**src/rtl/branch_predict_unit_if.sv**
```systemverilog
// Fetch-lookup and decode-resolve signal bundle for branch_predict_unit.
// The master side drives the pipeline inputs; the slave side is the predictor.
interface branch_predict_unit_if #(
    parameter int unsigned DATA_W = 32
);
    // Fetch-stage lookup
    logic [31:0]       f_pc;
    logic              f_pred_taken;

    // Decode-stage resolve inputs
    logic              d_valid;
    logic              d_stall;
    logic [31:0]       d_pc;
    logic [2:0]        d_branch_op;
    logic [DATA_W-1:0] d_rs;
    logic [DATA_W-1:0] d_rt;
    logic              d_pred_taken;
    logic [31:0]       d_target;

    // Decode-stage resolve outputs and statistics
    logic              br_taken;
    logic              mispredict;
    logic [31:0]       redirect_pc;
    logic [31:0]       stat_branches;
    logic [31:0]       stat_misses;

    modport master (
        output f_pc,
        input  f_pred_taken,
        output d_valid, d_stall, d_pc, d_branch_op, d_rs, d_rt, d_pred_taken, d_target,
        input  br_taken, mispredict, redirect_pc, stat_branches, stat_misses
    );

    modport slave (
        input  f_pc,
        output f_pred_taken,
        input  d_valid, d_stall, d_pc, d_branch_op, d_rs, d_rt, d_pred_taken, d_target,
        output br_taken, mispredict, redirect_pc, stat_branches, stat_misses
    );
endinterface

```
**src/rtl/branch_predict_unit.sv**
```systemverilog
// Branch prediction and resolution for the pipelined MIPS core.
// F: 2-bit saturating-counter BHT lookup indexed by pc[IDX_W+1:2] (untagged).
// D: resolves the branch from forwarded operands, flags mispredicts with the
//    correct next fetch PC, trains the BHT and keeps saturating statistics.
module branch_predict_unit #(
    parameter int unsigned DATA_W   = 32,
    parameter int unsigned IDX_W    = 6,
    parameter logic [1:0]  INIT_CNT = 2'b01
) (
    input  logic clk,
    input  logic reset,
    branch_predict_unit_if.slave bpu
);
    localparam int unsigned DEPTH = 1 << IDX_W;

    typedef enum logic [2:0] {
        OP_NONE = 3'b000,
        OP_BEQ  = 3'b001,
        OP_BNE  = 3'b010,
        OP_BGTZ = 3'b011,
        OP_BLEZ = 3'b100,
        OP_BLTZ = 3'b101,
        OP_BGEZ = 3'b110,
        OP_RSVD = 3'b111
    } branch_op_e;

    logic [1:0]       bht [DEPTH];
    logic [31:0]      stat_branches_q;
    logic [31:0]      stat_misses_q;

    logic [IDX_W-1:0] f_idx;
    logic [IDX_W-1:0] d_idx;
    branch_op_e       op;
    logic             is_branch;
    logic             cond;
    logic             resolve;
    logic             taken;
    logic             miss;
    logic             rs_neg;
    logic             rs_zero;
    logic [31:0]      fall_through;

    // Only the index bits of the fetch PC select a counter
    logic             unused_f_pc_bits;
    assign unused_f_pc_bits = ^{bpu.f_pc[31:IDX_W+2], bpu.f_pc[1:0]};

    assign f_idx        = bpu.f_pc[IDX_W+1:2];
    assign d_idx        = bpu.d_pc[IDX_W+1:2];
    assign op           = branch_op_e'(bpu.d_branch_op);
    assign rs_neg       = bpu.d_rs[DATA_W-1];
    assign rs_zero      = (bpu.d_rs == '0);
    assign fall_through = bpu.d_pc + 32'd8;

    // Branch condition evaluation from forwarded operands
    always_comb begin
        cond      = 1'b0;
        is_branch = 1'b1;
        case (op)
            OP_BEQ:  cond = (bpu.d_rs == bpu.d_rt);
            OP_BNE:  cond = (bpu.d_rs != bpu.d_rt);
            OP_BGTZ: cond = ~rs_neg & ~rs_zero;
            OP_BLEZ: cond = rs_neg | rs_zero;
            OP_BLTZ: cond = rs_neg;
            OP_BGEZ: cond = ~rs_neg;
            default: is_branch = 1'b0;
        endcase
    end

    assign resolve = bpu.d_valid & ~bpu.d_stall & is_branch;
    assign taken   = resolve & cond;
    assign miss    = resolve & (taken != bpu.d_pred_taken);

    // Zero-latency outputs; lookup reads the pre-update counter (no bypass)
    always_comb begin
        bpu.f_pred_taken = bht[f_idx][1];
        bpu.br_taken     = taken;
        bpu.mispredict   = miss;
        bpu.redirect_pc  = '0;
        if (miss) begin
            bpu.redirect_pc = taken ? bpu.d_target : fall_through;
        end
    end

    assign bpu.stat_branches = stat_branches_q;
    assign bpu.stat_misses   = stat_misses_q;

    // BHT: reload on reset, otherwise train the resolving entry with saturation
    always_ff @(posedge clk) begin
        if (reset) begin
            for (int unsigned i = 0; i < DEPTH; i++) begin
                bht[i] <= INIT_CNT;
            end
        end else if (resolve) begin
            if (taken) begin
                if (bht[d_idx] != 2'b11) begin
                    bht[d_idx] <= bht[d_idx] + 2'b01;
                end
            end else begin
                if (bht[d_idx] != 2'b00) begin
                    bht[d_idx] <= bht[d_idx] - 2'b01;
                end
            end
        end
    end

    // Saturating branch / mispredict counters
    always_ff @(posedge clk) begin
        if (reset) begin
            stat_branches_q <= '0;
            stat_misses_q   <= '0;
        end else if (resolve) begin
            if (stat_branches_q != '1) begin
                stat_branches_q <= stat_branches_q + 32'd1;
            end
            if (miss && (stat_misses_q != '1)) begin
                stat_misses_q <= stat_misses_q + 32'd1;
            end
        end
    end
endmodule

```
**src/flat_wrapper.sv**
```systemverilog
// flat-port wrapper written by rule: the top's interface ports become plain ports
module branch_predict_unit_flat 
#(
    parameter int unsigned DATA_W   = 32,
    parameter int unsigned IDX_W    = 6,
    parameter logic [1:0]  INIT_CNT = 2'b01
)
  (clk, reset, bpu_f_pc, bpu_f_pred_taken, bpu_d_valid, bpu_d_stall, bpu_d_pc, bpu_d_branch_op, bpu_d_rs, bpu_d_rt, bpu_d_pred_taken, bpu_d_target, bpu_br_taken, bpu_mispredict, bpu_redirect_pc, bpu_stat_branches, bpu_stat_misses);
  branch_predict_unit_if #(.DATA_W(DATA_W)) bpu_i ();
  input  logic clk;
  input  logic reset;
  input wire logic [$bits(bpu_i.f_pc)-1:0] bpu_f_pc;
  output wire logic [$bits(bpu_i.f_pred_taken)-1:0] bpu_f_pred_taken;
  input wire logic [$bits(bpu_i.d_valid)-1:0] bpu_d_valid;
  input wire logic [$bits(bpu_i.d_stall)-1:0] bpu_d_stall;
  input wire logic [$bits(bpu_i.d_pc)-1:0] bpu_d_pc;
  input wire logic [$bits(bpu_i.d_branch_op)-1:0] bpu_d_branch_op;
  input wire logic [$bits(bpu_i.d_rs)-1:0] bpu_d_rs;
  input wire logic [$bits(bpu_i.d_rt)-1:0] bpu_d_rt;
  input wire logic [$bits(bpu_i.d_pred_taken)-1:0] bpu_d_pred_taken;
  input wire logic [$bits(bpu_i.d_target)-1:0] bpu_d_target;
  output wire logic [$bits(bpu_i.br_taken)-1:0] bpu_br_taken;
  output wire logic [$bits(bpu_i.mispredict)-1:0] bpu_mispredict;
  output wire logic [$bits(bpu_i.redirect_pc)-1:0] bpu_redirect_pc;
  output wire logic [$bits(bpu_i.stat_branches)-1:0] bpu_stat_branches;
  output wire logic [$bits(bpu_i.stat_misses)-1:0] bpu_stat_misses;
  assign bpu_i.f_pc = bpu_f_pc;
  assign bpu_f_pred_taken = bpu_i.f_pred_taken;
  assign bpu_i.d_valid = bpu_d_valid;
  assign bpu_i.d_stall = bpu_d_stall;
  assign bpu_i.d_pc = bpu_d_pc;
  assign bpu_i.d_branch_op = bpu_d_branch_op;
  assign bpu_i.d_rs = bpu_d_rs;
  assign bpu_i.d_rt = bpu_d_rt;
  assign bpu_i.d_pred_taken = bpu_d_pred_taken;
  assign bpu_i.d_target = bpu_d_target;
  assign bpu_br_taken = bpu_i.br_taken;
  assign bpu_mispredict = bpu_i.mispredict;
  assign bpu_redirect_pc = bpu_i.redirect_pc;
  assign bpu_stat_branches = bpu_i.stat_branches;
  assign bpu_stat_misses = bpu_i.stat_misses;
  branch_predict_unit #(.DATA_W(DATA_W), .IDX_W(IDX_W), .INIT_CNT(INIT_CNT)) u_core (.clk(clk), .reset(reset), .bpu(bpu_i));
endmodule
```
**config.mk**
```make
export PLATFORM = sky130hd
export DESIGN_NAME = branch_predict_unit_flat
export DESIGN_NICKNAME = d
export VERILOG_FILES = /design/src/rtl/branch_predict_unit_if.sv /design/src/rtl/branch_predict_unit.sv /design/src/flat_wrapper.sv
export SDC_FILE = /design/constraint.sdc
export NUM_CORES = 1
export LEC_CHECK = 0
export ABC_CLOCK_PERIOD_IN_PS = 7100
export CAP_MARGIN = 10
export CELL_PAD_IN_SITES_DETAIL_PLACEMENT = 0
export CELL_PAD_IN_SITES_GLOBAL_PLACEMENT = 2
export CORE_MARGIN = 4
export CORE_UTILIZATION = 32
export CTS_CLUSTER_SIZE = 16
export DETAILED_ROUTE_END_ITERATION = 10
export GPL_TIMING_DRIVEN = 0
export PLACE_DENSITY_LB_ADDON = 0.25
export RECOVER_POWER = 100
export SKIP_CTS_REPAIR_TIMING = 1
export SLEW_MARGIN = 40
export SYNTH_ARGS = -nofsm -noshare
export SYNTH_HDL_FRONTEND = slang
export SYNTH_SLANG_ARGS = --single-unit
```
**constraint.sdc**
```tcl
create_clock -name clk -period 7.1 [get_ports clk]
set_clock_uncertainty 0.05 [all_clocks]
set_input_delay 2.13 -clock clk [delete_from_list [all_inputs] [get_ports clk]]
set_output_delay 2.13 -clock clk [all_outputs]
set_load 0.05 [all_outputs]
```
==> qor.csv, run 1 <==
stage;metric;value;unit
pwr;p_per_area;171.4;mW/mm^2
synthesis;netlist_instances;1119;
clock_network;clk_latency;450;ps
global_routing;grtUsageMet1;0.2995;
global_routing;grtUsageMet2;0.3854;
drt;ant_nets;0;
floorplan;fp.dieH;199.0;um
clock_network;cts_tree;built;
global_routing;grt_pass1_wl;67.34;mm
placement;place_inst;1816;
clock_network;cts_made_buffers;17;
synthesis;synth_enable_flop_cells;128;
finish;nNetsFinal;1551;
synthesis;synth_area_per_cell;10.43;um^2
synthesis;ys_ff_latch;192;
worst_setup_path;startpoint_type;input pin;
timing;slew_viol_final;0;
synthesis;synth_xor_area_frac;0.06680;
drt;drcViolationCount;0;
global_routing;grt_max_degree;18;
synthesis;synth_area;0.01167;mm^2
synthesis;syn_nets;1293;
timing;tns;0;ps
global_routing;grt.total_usage;0.2295;
synthesis;ys_top_cells_by_area;edfxtp_1 (33%), dfxtp_1 (11%), mux4_2 (10%);
drt;vias;10500;
synthesis;synth_warnings;0;
timing;hold_viol;0;
drt;drt-total-wl;46.21;mm
finish;final_util;0.4329;
placement;gp_congestion;0.9044;
drt;wl_per_cell;24.96;um
worst_setup_path;required;4920;ps
pwr;leakagePower;5.406;nW
global_routing;use_met3;0.05335;
clock_network;h-tree-depth;4;
timing;period_minus_slack;7081;ps
clock_network;root_buffer;clkbuf_16;
synthesis;yosys.area.top_type;edfxtp_1;
clock_network;clock-sinks;192;
timing;slew_headroom;0.3836;
synthesis;seq_area_frac_synth;0.4392;
worst_hold_path;hp-class;flip-flop to flip-flop;
synthesis;synth_top_area_share;0.3294;
drt;vias_per_cell;5.671;
placement;dp_hpwl;33.44;mm
floorplan;die_w;199.0;um
synthesis;async_flop_share;0;
global_routing;gr-max-usage-layer;met2;
synthesis;synth.most_common_cell;edfxtp_1;
floorplan;start_util;0.3265;
timing;min_period_over_period;0.9973;
placement;numPortBuffers;235;
floorplan;core;0.03574;mm^2
synthesis;synth_top_family_by_area;simple AND/OR/NAND/NOR gates;
clock_network;cts_buffer_depth;2;
finish;antenna_cells;0;
finish;drive_gt1_frac;0.1734;
synthesis;synth-simple-area-share;0.2269;
timing;worst_pin_slew;923.7;ps
synthesis;synthTopCellsByCount;edfxtp_1 (128), nand2_1 (111), nor2_1 (100);
pwr;vdd.ir_drop.worst;0.1784;mV
drt;dr.first_iter.drc_count;854;
global_routing;grt_pass1_vias;10490;
synthesis;synthFlopType;edfxtp_1;
worst_setup_path;worstPathArrival;4900;ps
synthesis;synth_mux_area_frac;0.1147;
timing;rsz0062_at_grt;yes;
worst_setup_path;critPathCaptureType;output pin;
floorplan;die_area;0.03958;mm^2
synthesis;synth_compound_gate_area_share;0.1043;
clock_network;clk_pin_slew_worst_paths;70;ps
finish;syn2layout_area_growth;32.60;%
synthesis;yosysUniqueCellTypes;65;
timing;fmax;141.2;MHz
global_routing;grt-ovfl-total;0;
finish;fillers;3467;
global_routing;grt_antenna_before_repair;0;
floorplan;ioPinCount;267;
floorplan;num_rows;69;
worst_setup_path;crit_path_max_fanout;10;
timing;setup_viol;0;
synthesis;synthAdderAreaFrac;0.006434;
finish;finalNonFillerCells;1851;
worst_setup_path;criticalPathCategory;input pin to output pin;
run;maxCapViolations;0;
status;outcome;finished clean;
drt;first_pass_iters;8;
-- layout by cell type, fill, tap and decap left out, types with 18 or more instances in the layout --
master / count
mux4_2: 53
dfxtp_1: 64
buf_2: 18
nor4_1: 56
nand2_1: 110
buf_4: 34
nand4_1: 31
nor2_1: 91
nor3_1: 21
clkbuf_1: 39
clkdlybuf4s50_1: 129
nand3_1: 45
clkbuf_16: 18
a21oi_1: 30
xnor2_1: 51
xor2_1: 37
a21o_1: 64
dlygate4sd3_1: 66
edfxtp_1: 128
-- through the flow --
stage / total power (W) / setup slack, ps / hold WS, ps / cell area (um^2)
2_1_floorplan: 0.001490 / -173.0 / 661.9 / 11680
3_3_place_gp: 0.001704 / -1631 / 430.1 / 14610
3_5_place_dp: 0.001706 / -1583 / 442.4 / 14640
4_1_cts: 0.002651 / -1602 / 458.0 / 15200
5_1_grt: 0.002737 / -104.7 / 496.4 / 15470
6_report: 0.002652 / 19.19 / 455.3 / 15470
-- critical path: stages --
cell and delay [ps]:
clkdlybuf4s50_1 510, xnor2_1 160, nand4_1 160, nor4_4 410, buf_4 170, a32o_2 230, o31a_1 220, o21ai_4 80
buf_6 170, clkbuf_4 210, a211oi_1 200, buf_4 240
-- flip-flops by register name, indices dropped and copies added, names as in the netlist --
register / flops
u_core.bht: 128
u_core.bpu.stat_branches: 32
u_core.bpu.stat_misses: 32
-- logic make-up (layout without fill, tap and decap cells) --
| kind of cell | Yosys count | count (layout) |
|---|---|---|
| xor gates and xnor gates | 89 | 89 |
| AOI/OAI and AO/OA | 175 | 175 |
| buffers and inverters | 105 | 376 |
| adders and majority gates | 6 | 6 |
| muxes | 66 | 66 |
| DFF | 192 | 192 |
| and+or+nand+nor | 486 | 486 |
-- final cells by class --
| type | instances | area, um^2 | share of cell area |
|---|---|---|---|
| multi-input cells | 822 | 6336 | 0.4095 |
| repair buffers | 241 | 2342 | 0.1514 |
| flip-flops and latches | 192 | 5125 | 0.3312 |
| plain buffers | 89 | 478.0 | 0.03089 |
| clock buffers | 23 | 489.2 | 0.03162 |
| clock inverters | 9 | 72.57 | 0.004690 |
| inverters | 14 | 52.55 | 0.003396 |
| well taps | 461 | 576.8 | 0.03728 |
-- metal layers --
metal | share of wire | vias up | wire length, um
met5 | 0 | - | 0
met4 | 0.027 | 0 | 1242
met3 | 0.074 | 76 | 3398
met2 | 0.49 | 478 | 22450
met1 | 0.41 | 5174 | 19120
li1 | - | 4769 | -
-- path summary, 6_finish.rpt --
check                              from                    endpoint  depth (start not counted)  slack [ps]
min          u_core.bpu.stat_misses[22]  u_core.bpu.stat_misses[22]                          2         460
min reg2reg  u_core.bpu.stat_misses[22]  u_core.bpu.stat_misses[22]                          2         460
max                        bpu_d_rs[28]         bpu_redirect_pc[18]                         12          20
max reg2reg           u_core.bht[31][1]           u_core.bht[28][1]                          8        3590
-- power breakdown --
part           switching, W  leakage (nW)  internal, W
clock network      0.000455         0.280     0.000496
logic              0.000292          3.51     0.000199
registers        0.00000871          1.61      0.00120
Note: power is estimated with default switching activity, not from simulation.
==> run 2, diff against run 1 <==
--- a/config.mk
+++ b/config.mk
@@ -5,12 +5,12 @@
 export SDC_FILE = /design/constraint.sdc
 export NUM_CORES = 1
 export LEC_CHECK = 0
-export ABC_CLOCK_PERIOD_IN_PS = 7100
+export ABC_CLOCK_PERIOD_IN_PS = 6060
 export CAP_MARGIN = 10
 export CELL_PAD_IN_SITES_DETAIL_PLACEMENT = 0
 export CELL_PAD_IN_SITES_GLOBAL_PLACEMENT = 2
 export CORE_MARGIN = 4
-export CORE_UTILIZATION = 32
+export CORE_UTILIZATION = 29
 export CTS_CLUSTER_SIZE = 16
 export DETAILED_ROUTE_END_ITERATION = 10
 export GPL_TIMING_DRIVEN = 0
==> constraint.sdc (replaced) <==
create_clock -name clk -period 6.06 [get_ports clk]
set_clock_uncertainty 0.05 [all_clocks]
set_input_delay 1.818 -clock clk [delete_from_list [all_inputs] [get_ports clk]]
set_output_delay 1.818 -clock clk [all_outputs]
set_load 0.05 [all_outputs]
==> run 2 against run 1 <==
  * Sequential cell count stayed put
  * Register-to-register slack worse by 1100 ps
  * First-iteration DRC count increased by 2.5%
  * Combinational power grew 23%
  * Sequential power up 17%
  * Wire length is 2.6% higher
  * Largest power group unchanged
  * Highest routed layer unchanged
==> qor.csv, run 2 (same netlist as run 1, synthesis figures left out) <==
stage;metric;value;unit;change
global_routing;grt.total_usage;0.2116;;was 0.2295
floorplan;die_w;208.6;um;was 199.0 um
placement;numPortBuffers;235;;unchanged
timing;fin_ws;33.08;ps;was 19.19 ps
placement;place_inst;1879;;was 1816
timing;period_minus_slack;6027;ps;
pwr;leakagePower;5.819;nW;was 5.406 nW
drt;first_pass_iters;5;;was 8
worst_setup_path;critPathCaptureType;output pin;;unchanged
drt;drt-total-wl;47.41;mm;was 46.21 mm
drt;wl_per_cell;24.63;um;was 24.96 um
clock_network;clk_pin_slew_worst_paths;80;ps;was 70 ps
timing;min_period_over_period;0.9945;;
global_routing;grt_pass1_wl;69.70;mm;was 67.34 mm
clock_network;cts_made_buffers;17;;unchanged
timing;setup_viol;0;;unchanged
worst_setup_path;startpoint_type;input pin;;unchanged
drt;ant_nets;0;;unchanged
worst_setup_path;crit_path_max_fanout;10;;unchanged
timing;worst_pin_slew;875.8;ps;was 923.7 ps
floorplan;core;0.03973;mm^2;was 0.03574 mm^2
finish;drive_gt1_frac;0.2259;;was 0.1734
global_routing;grt-ovfl-total;0;;unchanged
timing;rsz0062_at_grt;yes;;unchanged
finish;regMostFlops;u_core.bht;;unchanged
run;maxCapViolations;0;;unchanged
worst_hold_path;hold_depth;2;;unchanged
worst_setup_path;required;4190;ps;was 4920 ps
finish;final_common_cell;edfxtp_1;;was clkdlybuf4s50_1
pwr;p_per_area;195.6;mW/mm^2;was 171.4 mW/mm^2
placement;gp_congestion;0.8743;;was 0.9044
worst_setup_path;rr_endpoint;u_core.bht[49][1];;was u_core.bht[28][1]
worst_setup_path;worstPathArrival;4160;ps;was 4900 ps
floorplan;num_rows;73;;was 69
timing;whs;445.9;ps;was 455.3 ps
pwr;vdd.ir_drop.worst;0.2087;mV;was 0.1784 mV
clock_network;clock-sinks;192;;unchanged
drt;dr.first_iter.drc_count;875;;was 854
global_routing;grt_pass1_vias;10570;;was 10490
finish;fillers;3915;;was 3467
floorplan;ioPinCount;267;;unchanged
worst_setup_path;reg2reg_slack;2460;ps;was 3590 ps
finish;nNetsFinal;1561;;was 1551
finish;finalNonFillerCells;1925;;was 1851
clock_network;clk_latency;450;ps;about the same
floorplan;start_util;0.2937;;was 0.3265
timing;fmax;165.9;MHz;
finish;largest_register_ffs;128;;unchanged
finish;final_util;0.4053;;was 0.4329
finish;fin_area;0.01610;mm^2;was 0.01547 mm^2
worst_hold_path;worstHoldStart;u_core.bpu.stat_misses[22];;unchanged
floorplan;fp.dieH;208.6;um;was 199.0 um
timing;hold_viol;0;;unchanged
floorplan;die_area;0.04351;mm^2;was 0.03958 mm^2
global_routing;grt_antenna_before_repair;1;;was 0
placement;post-place-ws;-2014;ps;was -1583 ps
clock_network;cts_tree;built;;unchanged
finish;syn2layout_area_growth;37.99;%;was 32.60%
status;outcome;finished clean;;unchanged
worst_setup_path;criticalPathCategory;input pin to output pin;;unchanged
clock_network;cts_buffer_depth;2;;unchanged
finish;layout_common_cells;edfxtp_1 (128), nand2_1 (110), nor2_1 (89), clkdlybuf4s50_1 (66), dlygate4sd3_1 (65);;was clkdlybuf4s50_1 (129), edfxtp_1 (128), nand2_1 (110), nor2_1 (91), dlygate4sd3_1 (66)
worst_hold_path;hp-class;flip-flop to flip-flop;;unchanged
worst_setup_path;worst_r2r_path_depth;9;;was 8
drt;vias;10500;;about the same
clock_network;h-tree-depth;4;;unchanged
drt;vias_per_cell;5.456;;was 5.671
timing;slew_viol_final;0;;unchanged
drt;drcViolationCount;0;;unchanged
worst_hold_path;whs_endpoint;u_core.bpu.stat_misses[22];;unchanged
clock_network;root_buffer;clkbuf_16;;unchanged
global_routing;grt_max_degree;18;;unchanged
placement;dp_hpwl;34.48;mm;was 33.44 mm
timing;slew_headroom;0.4162;;was 0.3836
placement;place_area;0.01506;mm^2;was 0.01464 mm^2
worst_setup_path;r2r_start;u_core.bht[35][0];;was u_core.bht[31][1]
==> run 2: cell type report <==
cell class / count / area, um^2 / area share
Multi-Input combinational cell: 822 / 6719 / 0.4173
Sequential cell: 192 / 5125 / 0.3183
Timing Repair Buffer: 250 / 2414 / 0.1499
Tap cell: 525 / 656.9 / 0.04080
Buffer: 90 / 570.5 / 0.03543
Clock buffer: 17 / 425.4 / 0.02642
Clock inverter: 14 / 132.6 / 0.008237
Inverter: 14 / 56.30 / 0.003497
Antenna cell: 1 / 2.502 / 0.0001554
==> run 2: how the worst max path moves through the flow <==
stage / from / to / slack [ps] / cells after the start
6_report: bpu_f_pc[3] / bpu_f_pred_taken / 30 / 6
4_1_cts: bpu_d_rs[24] / bpu_redirect_pc[2] / -2030 / 11
2_1_floorplan: bpu_d_pc[5] / bpu_redirect_pc[31] / -200 / 10
3_3_place_gp: bpu_d_rs[24] / bpu_redirect_pc[2] / -2060 / 11
3_5_place_dp: bpu_d_rs[24] / bpu_redirect_pc[2] / -2010 / 11
5_1_grt: bpu_d_rt[18] / bpu_redirect_pc[18] / -80 / 11
==> run 2: power breakdown <==
| group | switching [W] | internal, W | total (W) |
|---|---|---|---|
| sequential | 0.0000103 | 0.00141 | 0.00142 |
| clock | 0.000555 | 0.000572 | 0.00113 |
| combinational | 0.000363 | 0.000242 | 0.000604 |
| total | 0.000928 | 0.00222 | 0.00315 |
==> run 2: per-layer routing <==
| layer | track usage | wire, um |
|---|---|---|
| met5 | 0 | 0 |
| met4 | 0.06526 | 1568 |
| met3 | 0.04008 | 3170 |
| met2 | 0.3546 | 23190 |
| met1 | 0.2794 | 19480 |
==> run 2: metrics by stage <==
step                TNS (ps)  power, W
detailed placement   -109630  0.002023
global placement     -124550  0.002022
global route           -1037  0.003246
floorplan             -746.2  0.001768
CTS                   -65020  0.003141
finish                     0  0.003150
==> run 2: critical path, cell delays in order <==
cell	delay [ps]
clkbuf_2	260
buf_2	410
mux4_2	380
mux4_2	540
mux4_2	490
clkbuf_2	250
